## src/rtl/fetch_queue_pkg.sv

```systemverilog
// Shared constants and types for the instruction fetch queue.
// The optional same-cycle bypass is controlled by the RV_FETCHQ_BYPASS_EN macro in fetch_queue.sv.
package fetch_queue_pkg;

  localparam int          FqXlen       = 32;
  localparam int          FqDepth      = 4;
  localparam logic [31:0] RV_NOP_INSTR = 32'h0000_0013;

  typedef enum logic [2:0] {
    OP_IDLE,
    OP_PUSH,
    OP_POP,
    OP_BOTH,
    OP_CLEAR
  } fq_op_e;

  // A clear (reset or redirect) overrides any handshake in the same cycle.
  function automatic fq_op_e fq_classify(input logic clear, input logic doWrite,
                                         input logic doRead);
    fq_op_e op;
    op = OP_IDLE;
    if (clear)                 op = OP_CLEAR;
    else if (doWrite && doRead) op = OP_BOTH;
    else if (doWrite)           op = OP_PUSH;
    else if (doRead)            op = OP_POP;
    return op;
  endfunction

endpackage

```

## src/rtl/fetch_queue_mem.sv

```systemverilog
// Entry storage for the fetch queue: one write port, one asynchronous read port.
// Contents are deliberately not reset; occupancy tracking lives in fetch_queue.
module fetch_queue_mem #(
  parameter int DEPTH = 4,
  parameter int WIDTH = 65
) (
  input  logic                     clk,
  input  logic                     we,
  input  logic [$clog2(DEPTH)-1:0] waddr,
  input  logic [WIDTH-1:0]         wdata,
  input  logic [$clog2(DEPTH)-1:0] raddr,
  output logic [WIDTH-1:0]         rdata
);

  logic [WIDTH-1:0] mem_q [DEPTH];

  always_ff @(posedge clk) begin
    if (we) mem_q[waddr] <= wdata;
  end

  assign rdata = mem_q[raddr];

endmodule

```

## src/rtl/fetch_queue.sv

```systemverilog
// Instruction fetch queue between fetch and decode with valid/ready on both sides and redirect flush.
// Define RV_FETCHQ_BYPASS_EN to let a word reach the decoder in the same cycle when the queue is empty.
module fetch_queue
  import fetch_queue_pkg::*;
#(
  parameter int XLEN  = FqXlen,
  parameter int DEPTH = FqDepth
) (
  input  logic                     clk,
  input  logic                     reset,
  input  logic                     flush,
  input  logic                     in_valid,
  output logic                     in_ready,
  input  logic [XLEN-1:0]          in_pc,
  input  logic [31:0]              in_instr,
  input  logic                     in_fault,
  output logic                     out_valid,
  input  logic                     out_ready,
  output logic [XLEN-1:0]          out_pc,
  output logic [31:0]              out_instr,
  output logic                     out_fault,
  output logic [$clog2(DEPTH):0]   count
);

  localparam int PtrW = $clog2(DEPTH);
  localparam int CntW = PtrW + 1;
  localparam int EntW = XLEN + 33;
  localparam logic [CntW-1:0] FullCount = CntW'(DEPTH);

  logic [PtrW-1:0] rdPtr_q, rdPtr_d;
  logic [PtrW-1:0] wrPtr_q, wrPtr_d;
  logic [CntW-1:0] count_q, count_d;

  logic            active;
  logic            queueValid;
  logic            bypassActive;
  logic            push;
  logic            doWrite;
  logic            doRead;
  logic [EntW-1:0] wrEntry;
  logic [EntW-1:0] rdEntry;
  fq_op_e          op;

  assign active     = !reset && !flush;
  assign in_ready   = active && (count_q != FullCount);
  assign queueValid = active && (count_q != '0);

`ifdef RV_FETCHQ_BYPASS_EN
  assign bypassActive = active && (count_q == '0) && in_valid;
`else
  assign bypassActive = 1'b0;
`endif

  assign out_valid = queueValid || bypassActive;
  assign push      = in_valid && in_ready;
  // A bypassed word that the decoder takes right away never enters storage.
  assign doWrite   = push && !(bypassActive && out_ready);
  assign doRead    = queueValid && out_ready;
  assign wrEntry   = {in_pc, in_instr, in_fault};
  assign count     = count_q;

  fetch_queue_mem #(
    .DEPTH (DEPTH),
    .WIDTH (EntW)
  ) u_mem (
    .clk   (clk),
    .we    (doWrite),
    .waddr (wrPtr_q),
    .wdata (wrEntry),
    .raddr (rdPtr_q),
    .rdata (rdEntry)
  );

  always_comb begin
    out_pc    = '0;
    out_instr = RV_NOP_INSTR;
    out_fault = 1'b0;
    if (queueValid) begin
      {out_pc, out_instr, out_fault} = rdEntry;
    end else if (bypassActive) begin
      out_pc    = in_pc;
      out_instr = in_instr;
      out_fault = in_fault;
    end
  end

  always_comb begin
    op      = fq_classify(!active, doWrite, doRead);
    rdPtr_d = rdPtr_q;
    wrPtr_d = wrPtr_q;
    count_d = count_q;
    case (op)
      OP_CLEAR: begin
        rdPtr_d = '0;
        wrPtr_d = '0;
        count_d = '0;
      end
      OP_PUSH: begin
        wrPtr_d = wrPtr_q + PtrW'(1);
        count_d = count_q + CntW'(1);
      end
      OP_POP: begin
        rdPtr_d = rdPtr_q + PtrW'(1);
        count_d = count_q - CntW'(1);
      end
      OP_BOTH: begin
        wrPtr_d = wrPtr_q + PtrW'(1);
        rdPtr_d = rdPtr_q + PtrW'(1);
      end
      default: ;
    endcase
  end

  always_ff @(posedge clk) begin
    if (reset) begin
      rdPtr_q <= '0;
      wrPtr_q <= '0;
      count_q <= '0;
    end else begin
      rdPtr_q <= rdPtr_d;
      wrPtr_q <= wrPtr_d;
      count_q <= count_d;
    end
  end

endmodule

```

## config.mk

```make
export PLATFORM = sky130hd
export DESIGN_NAME = fetch_queue
export DESIGN_NICKNAME = d
export VERILOG_FILES = /design/src/rtl/fetch_queue_pkg.sv /design/src/rtl/fetch_queue_mem.sv /design/src/rtl/fetch_queue.sv
export SDC_FILE = /design/constraint.sdc
export NUM_CORES = 1
export LEC_CHECK = 0
export ABC_AREA = 1
export BUFFER_PORTS_ARGS = -buffer_cell sky130_fd_sc_hd__buf_2
export CORE_ASPECT_RATIO = 0.7
export CORE_MARGIN = 4
export CORE_UTILIZATION = 50
export DETAILED_ROUTE_END_ITERATION = 10
export GPL_TIMING_DRIVEN = 1
export PLACE_DENSITY = 0.75
export SLEW_MARGIN = 20
export SYNTH_ARGS = -nofsm -noshare
export SYNTH_HDL_FRONTEND = slang
export SYNTH_HIERARCHICAL = 1
export SYNTH_SLANG_ARGS = --single-unit
```

## constraint.sdc

```tcl
create_clock -name clk -period 10.7 [get_ports clk]
set_input_delay 3.21 -clock clk [delete_from_list [all_inputs] [get_ports clk]]
set_output_delay 3.21 -clock clk [all_outputs]
set_load 0.005 [all_outputs]
```

==> results.json <==
{
  "yosys.area_share.adder_pct": 0.163,
  "dieArea_um2": 27200,
  "synth-seq-area-share_pct": 64.8,
  "yosysTopAreaCellShare_pct": 63.6,
  "ir_worst_vdd_uv": 137,
  "syn_nets": 1284,
  "multi_input_area_um2": 2700,
  "io_pins": 140,
  "ant_nets": 0,
  "yosys_warnings": 6,
  "worstPathCellList": "buf_2 > nor2_2 > nand2_8 > or2_1 > buf_2",
  "max_freq_ghz": 0.121,
  "cts_tree": "done",
  "grt_util_met2_pct": 29.6,
  "yosysTopAreaCell": "edfxtp_1",
  "drive_gt1_share_pct": 18.2,
  "drc": 0,
  "crit_required_ns": 7.49,
  "drv_slew": 0,
  "ys_top_cells_by_count": "nand2_1, inv_1, edfxtp_1",
  "use_met3_pct": 3.35,
  "synth.avg_cell_area_um2": 10.1,
  "critPathKind": "in -> out",
  "synth.distinct_cells": 25,
  "coreArea_um2": 23900,
  "status": "finished clean",
  "cap_violations": 0,
  "gp_congestion": 0.731,
  "initial_utilization_pct": 51.4,
  "core.rowCount": 47,
  "cts_hold_buf": 0,
  "slowest_delay_ns": 0.56,
  "grt_pass1_vias": 7471,
  "finalHoldViolations": 0,
  "synth_cells": 1213,
  "synth-seq-cells": 267,
  "clk_pin_slew_worst_paths_ns": 0.06,
  "insertion_delay_ns": 0.52,
  "met1_usage_pct": 23.4,
  "cts_buffers": 26,
  "seq_area_um2": 7960,
  "cp-start-kind": "input port",
  "hold_class": "reg -> reg",
  "synth_enable_flop_cells": 260,
  "hpwl_mm": 13.8,
  "finalSetupViolCount": 0,
  "synthSimpleGateAreaFrac_pct": 21.2,
  "dr.pass1.iters": 5,
  "fp.dieH_um": 139,
  "path_max_fanout": 66,
  "grt_antenna_before_repair": 5,
  "drt_iter0_markers": 432,
  "p_per_area_nw_per_um2": 157,
  "synth_area_leaders": "edfxtp_1, nand2_1, inv_1, nand3_1, nor2_4",
  "yosysMostFrequentCell": "nand2_1",
  "async_flop_share_pct": 0,
  "cts_resized": 0,
  "grt_use_total_pct": 17.3,
  "top_usage_layer": "met2",
  "placed_area_um2": 13100,
  "cellLeakagePower_nw": 6.61,
  "die_w_um": 195,
  "routedWlPerCell_um": 14.1,
  "end_kind": "primary output",
  "design_area_um2": 14000,
  "finalCriticalPeriod_ns": 8.25,
  "cts_sinks": 267,
  "wl_mm": 23.7,
  "max_slew_margin_pct": 37.1,
  "arrival_ns": 5.04,
  "area_delta_synth_final_pct": 13.8,
  "tns_ns": 0,
  "fill_cells": 1980,
  "post-route-period-util_pct": 77.1,
  "synth_mux_area_share_pct": 0,
  "cp_slowest_cell": "nor2_2",
  "grt_first_pass_wirelength_mm": 38.0,
  "dp_worst_setup_slack_ns": 2.42,
  "cpMostUsedCell": "buf_2",
  "synth_top_family_by_area": "simple AND/OR/NAND/NOR gates",
  "synth_area_um2": 12300,
  "fin_ws_ns": 2.45,
  "layout.nets": 1411,
  "rsz0062_at_grt": "false",
  "cts_setup_buffers": 0,
  "htree_num_levels": 1,
  "cts.path.max_buffers": 3,
  "diodes": 0,
  "synthFlopType": "edfxtp_1",
  "clock_skew_ns": 0.0104,
  "synth_xor_area_share_pct": 0.214,
  "tightest_slew_ns": 0.943,
  "synth_compound_area_share_pct": 0.163,
  "grt_max_degree": 101,
  "via_per_inst": 4.63,
  "vias": 7772,
  "grt_overflow": 0,
  "cts_root_buf": "clkbuf_16",
  "io_buffers": 139
}
-- power by group --
group | total [mW] | internal [mW] | switching, mW | leakage (nW)
Combinational | 0.110 | 0.0361 | 0.0742 | 3.78
Sequential | 1.17 | 1.16 | 0.00558 | 2.41
Clock | 0.917 | 0.555 | 0.362 | 0.422
-- final cells by class --
cell class | instances | share of cell area (%)
Clock buffer | 31 | 4.94
Timing Repair Buffer | 150 | 5.60
Sequential cell | 267 | 56.9
Multi-Input combinational cell | 559 | 19.3
Tap cell | 318 | 2.85
Clock inverter | 16 | 1.28
Inverter | 336 | 9.05
-- routing by layer --
metal | share of wire (%) | vias to the layer above
li1 | - | 3955
met1 | 44 | 3577
met2 | 48 | 190
met3 | 6.0 | 40
met4 | 1.8 | 10
met5 | 0.21 | -
-- final timing paths --
check	start	to	slack, ns	cells past startpoint
max	reset	out_instr[1]	2.45	5
min	count[0]	count[0]	0.53	2
max reg2reg	count[1]	u_mem/mem_q[1][26]	8.61	7
min reg2reg	count[0]	count[0]	0.53	2
-- flip-flops by register name, summed over array words and instances (netlist names) --
| signal | flops |
|---|---|
| rdPtr_q | 2 |
| count | 3 |
| u_mem/mem_q | 260 |
| wrPtr_q | 2 |
-- cell families (layout without fill, tap and decap cells) --
family                   Yosys count  count (layout)
AND/OR/NAND/NOR                  551             551
buffers and inverters            387             533
flip-flops                       267             267
AO/OA/AOI/OAI                      4               4
XOR/XNOR                           3               3
adder cells (fa/ha/maj)            1               1
-- cell usage in the layout, fill, tap and decap left out, types with 4 or more instances in the layout --
cell type,instances
clkinv_1,5
clkbuf_16,27
edfxtp_1,260
dfxtp_1,5
nand3_1,135
inv_2,4
inv_1,331
buf_2,139
nor2_4,39
nor3_2,4
nand2_1,333
buf_4,10
clkinv_2,5
bufinv_16,4
o21ai_0,4
clkbuf_1,4
nor2_1,24
-- critical path, delay by kind of cell --
kind,cells,cell delay (ns)
simple gates,3,1.52
buf+inv,2,0.23
-- per-stage QoR --
step / power (mW) / instances / hold slack [ns] / utilization (%)
after floorplan: 1.26 / 1213 / 0.477 / -
final: 2.19 / 1677 / 0.527 / 58.5
after global placement: 1.30 / 1630 / 0.510 / 54.9
after CTS: 2.22 / 1677 / 0.529 / 58.5
after detailed placement: 1.30 / 1630 / 0.514 / 54.9
after global routing: 2.28 / 1677 / 0.548 / 58.5
(Power assumes the default switching activity.)
